### src/rtl/ef_i2s_pkg.sv
// Shared constants and helpers for the ef_i2s master-mode receiver.
// Optional feature macro used by the top level: EF_I2S_AVG_EN (stereo averaging).
package ef_i2s_pkg;

  localparam logic I2S_PHILIPS = 1'b0;
  localparam logic I2S_LJ      = 1'b1;

  localparam logic [1:0] CH_NONE  = 2'b00;
  localparam logic [1:0] CH_LEFT  = 2'b01;
  localparam logic [1:0] CH_RIGHT = 2'b10;
  localparam logic [1:0] CH_BOTH  = 2'b11;

  localparam int SLOT_BITS  = 32;
  localparam int FRAME_BITS = 64;

  // Widen an n-bit right-aligned sample (n = 1..32) to 32 bits, either
  // replicating its MSB or filling with zeros.
  function automatic logic [31:0] i2s_extend(input logic [31:0] v,
                                             input logic [5:0]  n,
                                             input logic        sgn);
    logic [31:0] r;
    logic [4:0]  idx;
    logic        fill;
    idx  = 5'(n - 6'd1);
    fill = sgn & v[idx];
    for (int i = 0; i < 32; i++) begin
      r[i] = (i < int'(n)) ? v[i] : fill;
    end
    return r;
  endfunction

endpackage

### src/rtl/ef_i2s_fifo.sv
// Synchronous first-word-fall-through FIFO with level/full/empty status.
// A write while full is accepted only when a pop happens in the same cycle.
module ef_i2s_fifo #(
  parameter int DW      = 32,
  parameter int FIFO_AW = 4
) (
  input  logic              clk,
  input  logic              rst_n,
  input  logic              i_wr,
  input  logic [DW-1:0]     i_wdata,
  input  logic              i_rd,
  output logic [DW-1:0]     o_rdata,
  output logic [FIFO_AW:0]  o_level,
  output logic              o_full,
  output logic              o_empty
);

  logic [DW-1:0]      r_mem [2**FIFO_AW];
  logic [FIFO_AW-1:0] r_wp;
  logic [FIFO_AW-1:0] r_rp;
  logic [FIFO_AW:0]   r_level;
  logic               w_rd;
  logic               w_wr;

  assign o_empty = (r_level == '0);
  assign o_full  = (r_level == {1'b1, {FIFO_AW{1'b0}}});
  assign w_rd    = i_rd & ~o_empty;
  assign w_wr    = i_wr & (~o_full | w_rd);
  assign o_level = r_level;
  assign o_rdata = o_empty ? '0 : r_mem[r_rp];

  // Pointer and occupancy bookkeeping.
  always_ff @(posedge clk or negedge rst_n) begin
    if (!rst_n) begin
      r_wp    <= '0;
      r_rp    <= '0;
      r_level <= '0;
    end else begin
      if (w_wr) r_wp <= r_wp + 1'b1;
      if (w_rd) r_rp <= r_rp + 1'b1;
      case ({w_wr, w_rd})
        2'b10:   r_level <= r_level + 1'b1;
        2'b01:   r_level <= r_level - 1'b1;
        default: r_level <= r_level;
      endcase
    end
  end

  // Storage array; contents are only observed through the occupancy gate.
  always_ff @(posedge clk) begin
    if (w_wr) r_mem[r_wp] <= i_wdata;
  end

endmodule

### src/rtl/ef_i2s_rx_mc.sv
// Master-mode I2S receiver: SCK/WS generation, per-channel deserialiser,
// sign/zero extension, overrun reporting and an output FWFT FIFO.
// Define EF_I2S_AVG_EN to build the optional stereo-to-mono averager.
module ef_i2s_rx_mc #(
  parameter int FIFO_AW = 4,
  parameter int DW      = 32
) (
  input  logic              clk,
  input  logic              rst_n,
  input  logic              en,
  input  logic              sdi,
  output logic              sck,
  output logic              ws,
  input  logic [7:0]        sck_prescaler,
  input  logic [4:0]        sample_size,
  input  logic [1:0]        channels,
  input  logic              mode,
  input  logic              sign_ext,
  input  logic              fifo_rd,
  output logic [DW-1:0]     fifo_rdata,
  output logic [FIFO_AW:0]  fifo_level,
  input  logic [FIFO_AW:0]  fifo_level_threshold,
  output logic              fifo_level_above,
  output logic              fifo_empty,
  output logic              fifo_full,
  output logic              overrun,
  input  logic              overrun_clr,
  input  logic              avg
);
  import ef_i2s_pkg::*;

  logic        r_run;
  logic [7:0]  r_pre;
  logic        r_sck;
  logic        r_ws;
  logic [5:0]  r_pos;      // frame position of the next SCK rising edge
  logic        r_mode;
  logic [4:0]  r_size;
  logic [31:0] r_shift;
  logic [5:0]  r_nbits;
  logic        r_cap_vld;
  logic        r_cap_ch;
  logic        r_overrun;

  logic        w_tick;
  logic        w_rise;
  logic [4:0]  w_slot;
  logic [4:0]  w_first;
  logic [5:0]  w_end;
  logic [4:0]  w_last;
  logic        w_in_win;
  logic [31:0] w_word;
  logic        w_ch_en;
  logic        w_push;
  logic [31:0] w_wdata;
  logic        w_drop;

  assign w_tick  = r_run & (r_pre >= sck_prescaler);
  assign w_rise  = en & w_tick & ~r_sck;
  assign w_slot  = r_pos[4:0];
  assign w_first = (r_mode == I2S_LJ) ? 5'd0 : 5'd1;
  assign w_end   = {1'b0, w_first} + {1'b0, r_size};
  // A window running past the channel's last slot is cut off there.
  assign w_last  = w_end[5] ? 5'd31 : w_end[4:0];
  assign w_in_win = (w_slot >= w_first) && (w_slot <= w_last);

  // Bit-clock generator, frame position, word select and per-frame config.
  always_ff @(posedge clk or negedge rst_n) begin
    if (!rst_n) begin
      r_run     <= 1'b0;
      r_pre     <= '0;
      r_sck     <= 1'b0;
      r_ws      <= 1'b0;
      r_pos     <= '0;
      r_mode    <= I2S_PHILIPS;
      r_size    <= '0;
      r_cap_vld <= 1'b0;
    end else begin
      r_cap_vld <= 1'b0;
      if (!en) begin
        r_run <= 1'b0;
        r_pre <= '0;
        r_sck <= 1'b0;
        r_ws  <= 1'b0;
        r_pos <= '0;
      end else if (!r_run) begin
        r_run  <= 1'b1;
        r_mode <= mode;
        r_size <= sample_size;
      end else if (w_tick) begin
        r_pre <= '0;
        r_sck <= ~r_sck;
        if (!r_sck) begin
          r_pos <= r_pos + 6'd1;
          if (w_in_win && (w_slot == w_last)) r_cap_vld <= 1'b1;
        end else begin
          r_ws <= r_pos[5];
          if (r_ws && !r_pos[5]) begin
            r_mode <= mode;
            r_size <= sample_size;
          end
        end
      end else begin
        r_pre <= r_pre + 8'd1;
      end
    end
  end

  // Deserialiser: restart at the window's first slot, shift MSB first.
  always_ff @(posedge clk) begin
    if (w_rise && w_in_win) begin
      r_shift <= (w_slot == w_first) ? {31'd0, sdi} : {r_shift[30:0], sdi};
      if (w_slot == w_last) begin
        r_cap_ch <= r_pos[5];
        r_nbits  <= {1'b0, w_last} - {1'b0, w_first} + 6'd1;
      end
    end
  end

  assign w_word  = i2s_extend(r_shift, r_nbits, sign_ext);
  assign w_ch_en = r_cap_ch ? channels[1] : channels[0];

`ifdef EF_I2S_AVG_EN
  logic [31:0] r_hold;
  logic        w_avg_on;
  logic [32:0] w_sum;

  assign w_avg_on = avg && (channels == CH_BOTH);
  assign w_sum    = {sign_ext & r_hold[31], r_hold} + {sign_ext & w_word[31], w_word};
  assign w_push   = r_cap_vld & w_ch_en & ~(w_avg_on & ~r_cap_ch);
  assign w_wdata  = (w_avg_on && r_cap_ch) ? w_sum[32:1] : w_word;

  // Left sample is parked here until its right partner completes.
  always_ff @(posedge clk) begin
    if (r_cap_vld && !r_cap_ch) r_hold <= w_word;
  end
`else
  logic w_unused_avg;
  assign w_unused_avg = avg;
  assign w_push  = r_cap_vld & w_ch_en;
  assign w_wdata = w_word;
`endif

  // A full FIFO only loses the word when no pop frees a slot this cycle.
  assign w_drop = w_push & fifo_full & ~fifo_rd;

  // Sticky overrun flag; a new drop outranks a simultaneous clear.
  always_ff @(posedge clk or negedge rst_n) begin
    if (!rst_n) r_overrun <= 1'b0;
    else        r_overrun <= (r_overrun & ~overrun_clr) | w_drop;
  end

  ef_i2s_fifo #(.DW(DW), .FIFO_AW(FIFO_AW)) u_fifo (
    .clk     (clk),
    .rst_n   (rst_n),
    .i_wr    (w_push),
    .i_wdata (w_wdata),
    .i_rd    (fifo_rd),
    .o_rdata (fifo_rdata),
    .o_level (fifo_level),
    .o_full  (fifo_full),
    .o_empty (fifo_empty)
  );

  assign sck              = r_sck;
  assign ws               = r_ws;
  assign overrun          = r_overrun;
  assign fifo_level_above = (fifo_level > fifo_level_threshold);

endmodule

### config.mk
export PLATFORM = sky130hd
export DESIGN_NAME = ef_i2s_rx_mc
export DESIGN_NICKNAME = d
export VERILOG_FILES = /design/src/rtl/ef_i2s_pkg.sv /design/src/rtl/ef_i2s_fifo.sv /design/src/rtl/ef_i2s_rx_mc.sv
export SDC_FILE = /design/constraint.sdc
export NUM_CORES = 1
export LEC_CHECK = 0
export CELL_PAD_IN_SITES_DETAIL_PLACEMENT = 0
export CELL_PAD_IN_SITES_GLOBAL_PLACEMENT = 1
export CORE_ASPECT_RATIO = 0.8
export CORE_MARGIN = 2
export CORE_UTILIZATION = 45
export CTS_BUF_LIST = sky130_fd_sc_hd__clkbuf_4
export DETAILED_ROUTE_END_ITERATION = 12
export PLACE_DENSITY_LB_ADDON = 0.1
export REMOVE_ABC_BUFFERS = 1
export SYNTH_ARGS = -nofsm -noshare
export SYNTH_HDL_FRONTEND = slang
export SYNTH_SLANG_ARGS = --single-unit
### constraint.sdc
create_clock -name clk -period 7.7 [get_ports clk]
set_input_delay 1.54 -clock clk [delete_from_list [all_inputs] [get_ports clk]]
set_output_delay 1.54 -clock clk [all_outputs]
set_load 0.01 [all_outputs]
==> parameters.txt <==
Parameter                              Value

Outcome
  Outcome ... finished, final reports clean

Synth
  Async S/R FF share, synth ... 6.45%
  Cells after synthesis ... roughly 1200
  Total of flip-flops plus latches after synthesis ... slightly below 600
  Synth Flop Type ... sky130_fd_sc_hd__edfxtp_1
  Post-synthesis sequential area ratio ... between 70% and 80%
  Total of warnings raised by yosys ... 0
  Post-synthesis instance area ... ~25000 um2
  EDFF count, synth ... about 550
  Avg Cell Area, Syn ... 20.0 um2
  Count of unique library cells instantiated by Yosys ... a little over 50

Worst setup path
  Cell count of the worst reg-to-reg path ... 8
  Critical R2R Capture ... r_shift[14]
  Crit path cell chain ... buf_12 -> mux4_2 -> mux4_2 -> nor2b_1 -> clkdlybuf4s50_1
  Flop-to-flop setup slack ... between 4 and 5 ns
  Required time reported for the critical path endpoint ... between 6 and 7 ns
  Worst R2R Start ... r_mode
  Setup crit end kind ... primary output
  Highest fanout seen on the critical path ... 74
  Worst stage delay on the critical path ... ~0.95 ns
  Slowest-stage cell, CP ... sky130_fd_sc_hd__dfrtp_4
  Cell mode on critical path ... sky130_fd_sc_hd__mux4_2
  WP data arrival ... 4.24 ns
  Launching element type of the critical path ... flip-flop
  Type of the worst setup path ... flip-flop to primary output

Clock tree
  Total number of H-tree levels ... 4
  Later-pin clock latency in the skew report ... 0.87 ns
  Clock root buffer ... sky130_fd_sc_hd__clkbuf_4
  Post-CTS setup repair buffer count ... 0
  TritonCTS clock tree ... yes
  Resize count post-CTS ... 0
  Clk sink count ... a little under 600
  CTS Buf Count ... 150
  Clock-pin slew on the worst setup and hold paths ... ~0.070 ns
  Buffer depth of the longest clock path ... 3
  Hold_buf cts ... 0

STA
  Count of endpoints failing hold in the final timing report ... 0
  Slew at the pin closest to its max-slew limit ... roughly 1.2 ns
  Final hold slack ... between 0.4 and 0.5 ns
  Setup TNS after final layout ... 0 ns
  Minimum period implied by the final worst setup slack ... ~5.8 ns
  Part of the cycle the worst path needs ... about three quarters
  Minimum setup slack in the final design ... 1.92 ns
  Setup skew after layout ... around 0.047 ns
  Relative slew margins ... a little over a fifth
  RSZ-0062 raised after global routing ... false
  Max-slew violation total from the final report ... 0
  Number of setup violations in the final report ... 0
  Maximum clock frequency ... 173 MHz

Cells and area
  Number of fill cells in the layout ... 4359
  Area of the multi-input gates ... just under 7000 um2
  Area used by sequential logic in the layout ... about 18000 um2
  Nets ... 1488
  Most frequent cells in the layout ... sky130_fd_sc_hd__edfxtp_1 (551), sky130_fd_sc_hd__clkbuf_4 (217), sky130_fd_sc_hd__mux4_2 (160)
  Layout cell share with drive strength beyond 1 ... between 30% and 40%
  Most frequent standard cell in the layout excluding fill and tap cells ... sky130_fd_sc_hd__edfxtp_1
  Layout Utilization ... 52.1%
  Area added between synthesis and finish ... 14.0%

Global routing
  GR Layer Usage met3 ... under 10%
  Global-route track usage on met1 ... 29.7%
  Global route total overflow ... 0
  Overall fraction of global-route tracks in use ... about a fifth
  Global-route layer with the greatest usage ... met2
  Number of antenna violations at the first check in global routing ... 1
  Largest net degree at the start of global routing ... 75
  Global-route met2 utilization ... ~31%
  Via count of the first global-routing pass ... between 10000 and 15000
  First-pass GRT wire length ... between 80000 and 90000 um

Die
  Die boundary height ... approximately 210 um
  Total die area ... 56600 um2
  Initial cell density of the core ... between 40 and 50%
  Top-level port count ... around 70
  Core Rows ... 76
  Width of the die ... approximately 270 um
  Core area ... ~54000 um2

Power and ir drop
  Static leakage power ... ~9.6 nW
  Worst VDD drop ... between 0.15 and 0.2 mV
  Pwr dens ... 308 nW/um2
  Post-route total power ... 8.65 mW

Drt
  Drc violations ... 0
  Detail-routed net length per standard cell ... ~25 um
  Routed via count ... ~12000
  ANT nets after route ... 0
  Mean number of vias per cell ... approximately 5.6
  Iteration count of the initial detailed-routing pass ... 5
  Total wirelength of the detailed-routed design ... approximately 56000 um
  First DRT Iteration DRCs ... around 1000

Worst hold path
  Hold-critical path endpoint ... r_cap_ch
  Hold Path Stages ... 0
  Min-Delay Startpoint ... r_pos[5]
  Min-delay worst type ... flip-flop to flip-flop

Placed design
  DP Wirelength ... 28600 um
  Port Buf Inserts ... 70
  DP Worst Slack ... between 2 and 3 ns
  Final weighted congestion of routability-driven global placement ... 0.742

Job
  Max Cap Violations ... 0
[cell type report]
| cell class | count | share of cell area (%) |
|---|---|---|
| multi-input cells | 548 | 24.1 |
| well taps | 702 | 3.13 |
| diodes | 1 | 0.00891 |
| clock inverters | 40 | 0.954 |
| inverters | 34 | 0.455 |
| repair buffers | 96 | 3.22 |
| flip-flops and latches | 589 | 62.4 |
| clock buffers | 217 | 5.80 |
[flip-flops by register name, indices dropped and copies added, names as in the netlist, 4 cells and up]
signal and count:
u_fifo.r_mem 512, r_shift 32, r_pre 8, r_nbits 6
r_pos 6, r_size 5, u_fifo.o_level 5, u_fifo.r_rp 4
u_fifo.r_wp 4
[how the worst max path moves through the flow]
stage                                 start          endpoint  cells past startpoint
floorplan                    u_fifo.r_rp[0]     fifo_rdata[0]                      3
global placement    fifo_level_threshold[1]  fifo_level_above                     10
detailed placement  fifo_level_threshold[1]  fifo_level_above                     10
CTS                          u_fifo.r_rp[0]     fifo_rdata[2]                      5
global route                 u_fifo.r_rp[0]     fifo_rdata[2]                      5
finish                       u_fifo.r_rp[0]    fifo_rdata[18]                      5
[stage by stage]
step	cell area, um2	std cells
2_1_floorplan	24300	1171
3_3_place_gp	26200	1969
3_5_place_dp	26200	1969
4_1_cts	28100	2226
5_1_grt	28100	2227
6_report	28100	2227
[report_power, final]
| part | internal [mW] | switching [mW] | total [mW] |
|---|---|---|---|
| logic | 1.37 | 0.940 | 2.31 |
| registers | 3.50 | 0.204 | 3.70 |
| clock network | 1.42 | 1.22 | 2.65 |
[Yosys cell counts (7+ instances only)]
| cell | n | area (um2) |
|---|---|---|
| sky130_fd_sc_hd__mux4_2 | 160 | 3600 |
| sky130_fd_sc_hd__nand3_1 | 9 | 45.0 |
| sky130_fd_sc_hd__mux2i_1 | 9 | 90.1 |
| sky130_fd_sc_hd__nor3_1 | 10 | 50.1 |
| sky130_fd_sc_hd__inv_1 | 34 | 128 |
| sky130_fd_sc_hd__mux2_2 | 18 | 203 |
| sky130_fd_sc_hd__dfrtp_1 | 38 | 951 |
| sky130_fd_sc_hd__nor2_1 | 13 | 48.8 |
| sky130_fd_sc_hd__edfxtp_1 | 551 | 16500 |
| sky130_fd_sc_hd__a21o_1 | 7 | 52.6 |
| sky130_fd_sc_hd__clkbuf_1 | 43 | 161 |
| sky130_fd_sc_hd__a21oi_1 | 21 | 105 |
| sky130_fd_sc_hd__ha_1 | 39 | 488 |
| sky130_fd_sc_hd__mux2_4 | 23 | 345 |
| sky130_fd_sc_hd__nand2_1 | 38 | 143 |
| sky130_fd_sc_hd__mux4_1 | 8 | 210 |
| sky130_fd_sc_hd__o21ai_0 | 11 | 55.1 |
| sky130_fd_sc_hd__a31oi_1 | 8 | 50.1 |
| sky130_fd_sc_hd__and2_1 | 47 | 294 |
| sky130_fd_sc_hd__and3_1 | 9 | 56.3 |
| sky130_fd_sc_hd__buf_2 | 10 | 50.1 |
| sky130_fd_sc_hd__nand2b_1 | 10 | 62.6 |
| sky130_fd_sc_hd__nor2b_1 | 39 | 244 |
| sky130_fd_sc_hd__xnor2_1 | 15 | 131 |
[kinds of logic after synthesis]
| group | synth area share, % |
|---|---|
| buffers and inverters | 1.65 |
| DFF | 71.1 |
| xor gates and xnor gates | 0.747 |
| muxes | 18.1 |
| and+or+nand+nor | 4.48 |
| AOI/OAI and AO/OA | 1.88 |
| adders and majority gates | 2.10 |
[worst max-delay path: cells and delay by family, from the launching register on]
| kind | cells | cell delay, ns |
|---|---|---|
| buf+inv | 2 | 1.10 |
| simple gates | 1 | 0.17 |
| mux | 2 | 1.12 |
| flops | 1 | 0.95 |
[routing by layer]
layer	share of wire, %	vias to the layer above
met5	0	-
li1	-	5477
met2	46	373
met1	47	6559
met4	1.3	0
met3	6.0	73
No activity file was read; power rests on OpenSTA's default activity.
